$ cat src/rtl/rrv64_vec_opnd_collector.sv
// Operand collector: latches one uop, issues tagged VRF reads per source lane, gathers the tagged data.
// Latency: uop accept to opnd_vld is 1 cycle with no sources, otherwise 3 cycles minimum.
// Backpressure: uop_rdy only in IDLE; opnd_* held stable while opnd_rdy is low; requests held until granted.
module rrv64_vec_opnd_collector #(
  parameter int VFULEN          = 256,
  parameter int VREG_ADDR_WIDTH = 6,
  parameter int VSB_ENT_NUM     = 16,
  parameter int NSRC            = 3
) (
  input  logic                            clk,
  input  logic                            rst,
  input  logic                            flush,
  input  logic                            uop_vld,
  output logic                            uop_rdy,
  input  logic [VSB_ENT_NUM-1:0]          uop_vsb_idx,
  input  logic [NSRC-1:0]                 uop_src_vld,
  input  logic [NSRC*VREG_ADDR_WIDTH-1:0] uop_src_vaddr,
  output logic [NSRC-1:0]                 rd_req_vld,
  output logic [NSRC*VREG_ADDR_WIDTH-1:0] rd_req_vaddr,
  output logic [NSRC*VSB_ENT_NUM-1:0]     rd_req_rs_idx,
  output logic [NSRC*2-1:0]               rd_req_field,
  input  logic [NSRC-1:0]                 rd_req_gnt,
  input  logic [NSRC-1:0]                 rd_rsp_vld,
  input  logic [NSRC*VFULEN-1:0]          rd_rsp_data,
  input  logic [NSRC*VSB_ENT_NUM-1:0]     rd_rsp_rs_idx,
  input  logic [NSRC*2-1:0]               rd_rsp_field,
  output logic                            opnd_vld,
  input  logic                            opnd_rdy,
  output logic [VSB_ENT_NUM-1:0]          opnd_vsb_idx,
  output logic [NSRC-1:0]                 opnd_src_vld,
  output logic [NSRC*VFULEN-1:0]          opnd_data
);

  typedef enum logic [1:0] {S_IDLE, S_COLLECT, S_SEND, S_DRAIN} state_t;

  state_t                          r_state;
  logic [VSB_ENT_NUM-1:0]          r_tag;
  logic [NSRC-1:0]                 r_src_vld;
  logic [NSRC*VREG_ADDR_WIDTH-1:0] r_vaddr;
  logic [NSRC-1:0]                 r_need_req;
  logic [NSRC-1:0]                 r_need_rsp;
  logic [NSRC-1:0]                 r_inflight;
  logic [NSRC*VFULEN-1:0]          r_data;
  logic                            r_opnd_vld;

  logic [NSRC-1:0]                 w_hit_slot;
  logic [NSRC*VFULEN-1:0]          w_hit_data;
  logic [NSRC-1:0]                 w_take;
  logic [NSRC-1:0]                 w_grant;
  logic [NSRC-1:0]                 w_need_rsp_nx;
  logic [NSRC-1:0]                 w_inflight_nx;

  // Route each returning lane to its field slot; the lowest lane wins when two target one slot.
  always_comb begin
    w_hit_slot = '0;
    w_hit_data = '0;
    for (int j = 0; j < NSRC; j++) begin
      for (int f = 0; f < NSRC; f++) begin
        if (rd_rsp_vld[j] &&
            (rd_rsp_rs_idx[j*VSB_ENT_NUM +: VSB_ENT_NUM] == r_tag) &&
            (rd_rsp_field[j*2 +: 2] == 2'(f)) && !w_hit_slot[f]) begin
          w_hit_slot[f]                 = 1'b1;
          w_hit_data[f*VFULEN +: VFULEN] = rd_rsp_data[j*VFULEN +: VFULEN];
        end
      end
    end
  end

  // Collecting accepts data for slots still awaited; draining only retires outstanding grants.
  always_comb begin
    w_take = '0;
    if (r_state == S_COLLECT) w_take = w_hit_slot & r_need_rsp;
    else if (r_state == S_DRAIN) w_take = w_hit_slot & r_inflight;
    w_grant       = rd_req_vld & rd_req_gnt;
    w_need_rsp_nx = r_need_rsp & ~w_take;
    w_inflight_nx = r_inflight & ~w_take;
  end

  assign uop_rdy      = (r_state == S_IDLE) & ~flush & ~rst;
  assign rd_req_vld   = r_need_req & {NSRC{r_state == S_COLLECT}};
  assign rd_req_vaddr = r_vaddr;
  assign rd_req_rs_idx = {NSRC{r_tag}};
  assign opnd_vld     = r_opnd_vld;
  assign opnd_vsb_idx = r_tag;
  assign opnd_src_vld = r_src_vld;
  assign opnd_data    = r_data;

  for (genvar gi = 0; gi < NSRC; gi++) begin : g_field
    assign rd_req_field[gi*2 +: 2] = 2'(gi);
  end

  // Uop life cycle: accept, request/collect, present, with a drain path after a flush.
  always_ff @(posedge clk) begin
    if (rst) begin
      r_state    <= S_IDLE;
      r_tag      <= '0;
      r_src_vld  <= '0;
      r_vaddr    <= '0;
      r_need_req <= '0;
      r_need_rsp <= '0;
      r_inflight <= '0;
      r_data     <= '0;
      r_opnd_vld <= 1'b0;
    end else begin
      case (r_state)
        S_IDLE: begin
          if (uop_vld && uop_rdy) begin
            r_tag      <= uop_vsb_idx;
            r_src_vld  <= uop_src_vld;
            r_vaddr    <= uop_src_vaddr;
            r_need_req <= uop_src_vld;
            r_need_rsp <= uop_src_vld;
            r_inflight <= '0;
            r_data     <= '0;
            if (uop_src_vld == '0) begin
              r_state    <= S_SEND;
              r_opnd_vld <= 1'b1;
            end else begin
              r_state <= S_COLLECT;
            end
          end
        end
        S_COLLECT: begin
          for (int f = 0; f < NSRC; f++) begin
            if (w_take[f]) r_data[f*VFULEN +: VFULEN] <= w_hit_data[f*VFULEN +: VFULEN];
          end
          if (flush) begin
            // A grant coinciding with flush is refused, so only earlier grants are drained.
            r_need_req <= '0;
            r_need_rsp <= '0;
            r_inflight <= w_inflight_nx;
            r_state    <= (|w_inflight_nx) ? S_DRAIN : S_IDLE;
          end else begin
            r_need_req <= r_need_req & ~w_grant;
            r_need_rsp <= w_need_rsp_nx;
            r_inflight <= w_inflight_nx | w_grant;
            if (w_need_rsp_nx == '0) begin
              r_state    <= S_SEND;
              r_opnd_vld <= 1'b1;
            end
          end
        end
        S_SEND: begin
          if (flush || opnd_rdy) begin
            r_opnd_vld <= 1'b0;
            r_state    <= S_IDLE;
          end
        end
        S_DRAIN: begin
          r_inflight <= w_inflight_nx;
          if (w_inflight_nx == '0) r_state <= S_IDLE;
        end
        default: r_state <= S_IDLE;
      endcase
    end
  end

endmodule

$ cat config.mk
export PLATFORM = sky130hd
export DESIGN_NAME = rrv64_vec_opnd_collector
export DESIGN_NICKNAME = d
export VERILOG_FILES = /design/src/rtl/rrv64_vec_opnd_collector.sv
export SDC_FILE = /design/constraint.sdc
export NUM_CORES = 2
export LEC_CHECK = 0
export CAP_MARGIN = 25
export CORE_AREA = 2 2 669 671
export CTS_BUF_LIST = sky130_fd_sc_hd__clkbuf_8
export DETAILED_ROUTE_END_ITERATION = 8
export DIE_AREA = 0 0 671 673
export GPL_TIMING_DRIVEN = 0
export HOLD_SLACK_MARGIN = 0.05
export MAX_ROUTING_LAYER = met4
export PLACE_DENSITY = 0.3
export SYNTH_ARGS = -nofsm -noshare
export SYNTH_HDL_FRONTEND = slang
export SYNTH_SLANG_ARGS = --single-unit
$ cat constraint.sdc
create_clock -name clk -period 3.95 [get_ports clk]
set_input_delay 0.395 -clock clk [delete_from_list [all_inputs] [get_ports clk]]
set_output_delay 0.395 -clock clk [all_outputs]
set_load 0.005 [all_outputs]
# Yosys cells after proc, flatten, opt, wreduce, memory -nomap -nowiden
# Cells that the tools add are included.
dict set report totals {
  reg_bits 817
  wordCells 139
  inputBits 870
  out_inout_bits 864
}
dict set report op_classes {
  bitwise 14
  mux 47
  n_reduce_logical 45
  n_eq_ne 22
}
# operator n
set op_table {}
lappend op_table {{two-way mux 256 bit} 12}
lappend op_table {{case mux 768 bit (2 select lines)} 1}
lappend op_table {{two-way mux 768 bit} 1}
lappend op_table {{== test 16 bit} 3}
lappend op_table {{AND 3 bit} 7}
lappend op_table {{two-way mux 3 bit} 7}
lappend op_table {{logical AND 1 bit} 19}
lappend op_table {{two-way mux 1 bit} 14}
lappend op_table {{two-way mux 2 bit} 7}
lappend op_table {{case mux 3 bit (2 select lines)} 2}
lappend op_table {{== test 2 bit, second input constant} 5}
lappend op_table {{!= test 2 bit, second input constant} 5}
lappend op_table {{zero test 3 bit} 3}
lappend op_table {{case mux 3 bit (3 select lines)} 1}
lappend op_table {{AND reduction 3 bit} 3}
lappend op_table {{== test 2 x 1 -> 1 bit, second input constant} 4}
lappend op_table {{zero test 2 bit} 4}
lappend op_table {{!= test 2 x 1 -> 1 bit, second input constant} 4}
lappend op_table {{case mux 2 bit (4 select lines)} 1}
lappend op_table {{zero test 1 bit} 6}
lappend op_table {{NOT 3 bit} 2}
lappend op_table {{AND reduction 2 bit} 3}
lappend op_table {{AND reduction 6 bit} 1}
lappend op_table {{nonzero test 3 bit} 2}
lappend op_table {{9 further kinds} 11}

# Longest topological paths before layout
dict set report depth {
  ltp_word 19
  mapped_depth 13
  mapped_depth_nobuf 8
}

# Worst setup path before layout
# OpenSTA, ideal clock, no wires.
dict set report synth_timing {
  kind {reg-to-reg}
  start {register r_tag[4] (netlist: opnd_vsb_idx[4])}
  end {register r_state[0]}
  path_buffers 0
  path_stages_with_launch 9
  period_less_slack_ps 2796
  slack_ps 1154
  t_arrival_ps 2674
  t_required_ps 3828
  setup_ps 122
  path_cell_list {dfxtp_1 > xnor2_1 > nand4_1 > or2_2 > or4_1 > and3_1 > a211o_1 > a221o_1 > o311a_1}
}
dict set report synth_between {
  elab_chain_cells 19
  word_cells_on_any_way 52
  classes_between {eq/ne: 5; mux: 14; bitwise: 5; reduce/logical: 28}
}
# element line
set synth_rtl {}
lappend synth_rtl {{start, declared} 37} ;# logic [VSB_ENT_NUM-1:0] r_tag;
lappend synth_rtl {{start signal, assigned} 108} ;# r_tag <= uop_vsb_idx;
lappend synth_rtl {{== test 16 bit} 60} ;# (rd_rsp_rs_idx[j*VSB_ENT_NUM +: VSB_ENT_NUM] == r_tag) &&
lappend synth_rtl {{logical AND 1 bit} 59} ;# if (rd_rsp_vld[j] &&
lappend synth_rtl {{logical AND 1 bit} 60}
lappend synth_rtl {{two-way mux 1 bit} 59}
lappend synth_rtl {{zero test 1 bit} 61} ;# (rd_rsp_field[j*2 +: 2] == 2'(f)) && !w_hit_slot[f]) begin
lappend synth_rtl {{logical AND 1 bit} 61}
lappend synth_rtl {{two-way mux 1 bit} 59}
lappend synth_rtl {{zero test 1 bit} 61}
lappend synth_rtl {{[3 not listed]} n/a}
lappend synth_rtl {{two-way mux 3 bit} 73} ;# else if (r_state == S_DRAIN) w_take = w_hit_slot & r_inflight;
lappend synth_rtl {{two-way mux 3 bit (*)} 72} ;# if (r_state == S_COLLECT) w_take = w_hit_slot & r_need_rsp;
lappend synth_rtl {{NOT 3 bit (*)} {75, 76}}
lappend synth_rtl {{AND 3 bit} 76} ;# w_inflight_nx = r_inflight & ~w_take;
lappend synth_rtl {{OR reduction 3 bit} 132} ;# r_state <= (|w_inflight_nx) ? S_DRAIN : S_IDLE;
lappend synth_rtl {{two-way mux 2 bit} 132}
lappend synth_rtl {{two-way mux 2 bit} 127} ;# if (flush) begin
lappend synth_rtl {{case mux 2 bit (4 select lines)} 105} ;# case (r_state)
lappend synth_rtl {{end signal, assigned} 132}
lappend synth_rtl {{end, declared} 36} ;# state_t r_state;
# Every way passes the cells marked *; elsewhere a longest branch is shown, timed or not.
# A chain may end at the register's enable or synchronous reset.

# Worst setup path in the final report
dict set report layout_timing {
  start {register r_tag[3] (netlist: opnd_vsb_idx[3])}
  end {register r_data[223] (netlist: opnd_data[223])}
}
dict set report layout_between {
  elab_chain_cells 15
  word_cells_on_any_way 27
  classes_between {eq/ne: 4; mux: 10; bitwise: 2; reduce/logical: 11}
}
# element line
set layout_rtl {}
lappend layout_rtl {{== test 16 bit} 60}
lappend layout_rtl {{logical AND 1 bit} 59}
lappend layout_rtl {{logical AND 1 bit} 60}
lappend layout_rtl {{two-way mux 1 bit} 59}
lappend layout_rtl {{zero test 1 bit} 61}
lappend layout_rtl {{logical AND 1 bit} 61}
lappend layout_rtl {{two-way mux 1 bit} 59}
lappend layout_rtl {{zero test 1 bit} 61}
lappend layout_rtl {{logical AND 1 bit} 61}
lappend layout_rtl {{two-way mux 1 bit} 59}
lappend layout_rtl {{AND 3 bit} 73}
lappend layout_rtl {{two-way mux 3 bit} 73}
lappend layout_rtl {{two-way mux 3 bit} 72}
lappend layout_rtl {{!= test 2 bit (no source line)} n/a}
lappend layout_rtl {{AND reduction 3 bit (no source line)} n/a}
lappend layout_rtl {{end signal, assigned by index} 125} ;# if (w_take[f]) r_data[f*VFULEN +: VFULEN] <= w_hit_data[f*VFULEN +: VFULEN];
lappend layout_rtl {{end, declared} 43} ;# logic [NSRC*VFULEN-1:0] r_data;
# Parallel ways exist; a longest one is shown, timed or not. The select of a mux whose other input is x is not followed.

==> run metrics <==
status=complete, no violations; CP cell instances=buf_12 > xnor2_2 > nand3_4 > buf_12 > or3_4 > nor4_4 > buf_12 > buf_6 > buf_6 > clkbuf_2 > buf_12 > clkbuf_1 > a221o_1 > o2111ai_1 > a21oi_1; Final nets=8,160; CP Launch Type=flip-flop; Synth area leaders=dfxtp_1 (38%), a221o_1 (12%), o2111ai_1 (10%); die area=451,600 um2; Final min period=3.881 ns; Remaining Overflow, GRT=0; Slowest Stage Delay on Critical Path=0.46 ns; Root Driver=clkbuf_8; leak pwr=22.54 nW; fin area=74,670 um2; first-pass GRT wire length=617,000 um; I/O pin count=1,734; Hold EP=opnd_data[238]; Max Fanout on Critical Path=10; R2R Path Start=opnd_vsb_idx[3]; clock latency on the worst-skew pair=1.06 ns; core area=444,200 um2; Main synth FF type=dfxtp_1; period utilisation layout=0.9825; most used cell, CP=buf_12; CP Capture Type=flip-flop; Synth top area share=0.3822; Hold WC Path Type=in2reg; synth cell count leaders=nand2_1 (854), a21oi_1 (817), dfxtp_1 (817); hold depth=3; Pre-Repair DR Iteration Count=6; worst-margin pin slew=1.032 ns; largest net degree at the start of global routing=20; Total Routing Usage GR=0.2121; Synth-to-Final Area Change=74.50%; RSZ-0062 raised after global routing=yes; total CTS buffers=188; slowest stage cell, crit path=clkbuf_1; Power Density=366.5 nW/um2; vias in the first global route=56,779; Syn Area/Cell=8.202 um2; Post-route DRC=0; IO buf count=1,726; vias per inst=4.312; Iter 0 DRT Violations=5,780; sequential area share after synthesis=0.3822; number of flops mapped to enable cells by yosys=0; Routed Wire Length=489,000 um; DP Cell Count=12,926; layout cells sized above 1=0.09125; total number of vias=58,370; area leader, netlist=dfxtp_1; H-tree Lvls=4; Worst Skew=0.1277 ns; Post-DRT Antenna Nets=0; fin cells=13,537; Final setup viols=0; initial antenna violation count=290; CTS tree=yes; Clock transition at path regs=0.07 ns; placed instance area=68,560 um2; Yosys cell types=57; Worst Path Arrival=4.83 ns; Final Total Pwr=27.37 mW; worst hold slack=0.2020 ns; min-delay src=rd_rsp_data[238]; Ys Warns=0; post-layout util=0.1681; FF+latch count, synth=817; FF-to-FF setup slack=0.07 ns; fin. max-slew vios=0; Rows=245; Fin. Hold Viols=0; kind of critical path=reg2reg; maxcap violations=0; ys async rst share=0; gpl congestion=0.9513; Max Root-Sink Buffers=4; Slew headroom=0.3120; Sink Count=817; Peak VDD IR=0.0002119 V; Initial Util=0.09633; Worst R2R Path Depth=15; Post-Syn Area=42,790 um2; Reg2Reg Capture Point=opnd_data[223]; fmax=0.2577 GHz; Die Y=673 um; Cells after Synth=5,217; Post-DP HPWL=416,300 um; required time worst endpoint=4.90 ns; Routed wire per std cell=36.13 um; die width=671 um; count leader, synth=nand2_1
==> timing repair <==
item / 4_1_cts / 5_1_grt
setup buffers: 19 / 2
endpoints found under the hold margin: 119 / 0
hold buffers: 87 / 0
gates resized for setup: 142 / 152
pin swaps: 11 / 4
endpoints found under the setup margin: 786 / 540
==> cell families (layout without fill, tap and decap cells) <==
family / Yosys count / count (layout) / share of synthesized area
compound gates: 2136 / 2136 / 0.3791
buf+inv: 760 / 2969 / 0.07342
flops: 817 / 817 / 0.3822
simple gates: 1454 / 1454 / 0.1553
other cells: 2 / 185 / 0.0001755
xor+xnor: 48 / 48 / 0.009825
==> final cells by class <==
cell class              instances  area (um2)
repair buffers               1887       19370
inverters                       7       30.03
well taps                    5928        7417
clock inverters                95       797.0
diodes                        179       447.9
clock buffers                 235        3234
fillers                     50131      369500
flip-flops and latches        817       16390
multi-input cells            3644       23550
plain buffers                 745        3433
==> worst max path at each step <==
stage               slack [ns]  cells past startpoint         startpoint        endpoint
floorplan                 1.15                      8    opnd_vsb_idx[4]      r_state[0]
global placement         -5.37                     12  rd_rsp_rs_idx[14]  opnd_data[187]
detailed placement       -2.14                     12  rd_rsp_rs_idx[42]  opnd_data[672]
CTS                      -0.01                     13   opnd_vsb_idx[14]  opnd_data[599]
global route             -0.04                      8         r_state[0]  opnd_data[246]
finish                    0.07                     15    opnd_vsb_idx[3]  opnd_data[223]
==> power by group <==
| part | internal, mW | total [mW] | leakage (nW) | switching (mW) |
|---|---|---|---|---|
| clock | 6.19 | 11.1 | 2.25 | 4.91 |
| sequential | 8.30 | 8.39 | 6.59 | 0.0915 |
| combinational | 2.02 | 7.88 | 13.7 | 5.85 |
==> worst max-delay path: cells and delay by family (launching register included) <==
kind | cells | cell delay [ns]
xor+xnor | 1 | 0.21
buf+inv | 8 | 1.71
simple gates | 3 | 0.79
flops | 1 | 0.36
compound gates | 3 | 0.64
==> layer usage <==
metal / up-vias / wire [um] / track usage / part of all wire
met5: - / 0 / - / 0
met1: 29459 / 197400 / 0.2463 / 0.40
li1: 24982 / - / - / -
met2: 3224 / 230000 / 0.3447 / 0.47
met3: 705 / 41180 / 0.06315 / 0.084
met4: 0 / 20480 / 0.07789 / 0.042
==> cells in the final DEF (no fill, tap or decap), drive strengths merged, types with 3 or more instances in the layout <==
| cell | netlist | routed |
|---|---|---|
| a21o | 3 | 3 |
| a21oi | 817 | 817 |
| a221o | 513 | 513 |
| a221oi | 257 | 257 |
| and3 | 7 | 7 |
| buf | 136 | 221 |
| bufinv | 0 | 13 |
| clkbuf | 617 | 833 |
| clkdlybuf4s50 | 0 | 1725 |
| clkinv | 1 | 26 |
| clkinvlp | 0 | 7 |
| conb | 2 | 6 |
| dfxtp | 817 | 817 |
| diode | 0 | 179 |
| dlygate4sd3 | 0 | 87 |
| inv | 6 | 56 |
| nand2 | 854 | 854 |
| nand3 | 11 | 11 |
| nand4 | 15 | 15 |
| nor2 | 274 | 274 |
| nor2b | 3 | 3 |
| nor3 | 8 | 8 |
| nor4 | 6 | 6 |
| nor4b | 3 | 3 |
| o2111ai | 512 | 512 |
| o21ai | 16 | 16 |
| or3 | 3 | 3 |
| or4 | 258 | 258 |
| xnor2 | 42 | 42 |
| xor2 | 6 | 6 |
==> flip-flops by register name (all words and copies together), names as in the netlist <==
| signal | flops |
|---|---|
| r_state | 2 |
| opnd_vld | 1 |
| opnd_src_vld | 3 |
| opnd_data | 768 |
| rd_req_vaddr | 18 |
| r_need_rsp | 3 |
| r_inflight | 3 |
| r_need_req | 3 |
| opnd_vsb_idx | 16 |
==> per-stage QoR <==
step,TNS [ns],setup WS [ns]
after floorplan,0,1.154
after global placement,-3463.45,-5.369
after detailed placement,-1386.60,-2.140
after CTS,-0.01410,-0.01410
after global routing,-0.09011,-0.04406
final,0,0.06902
Note: power is estimated with default switching activity, not from simulation.
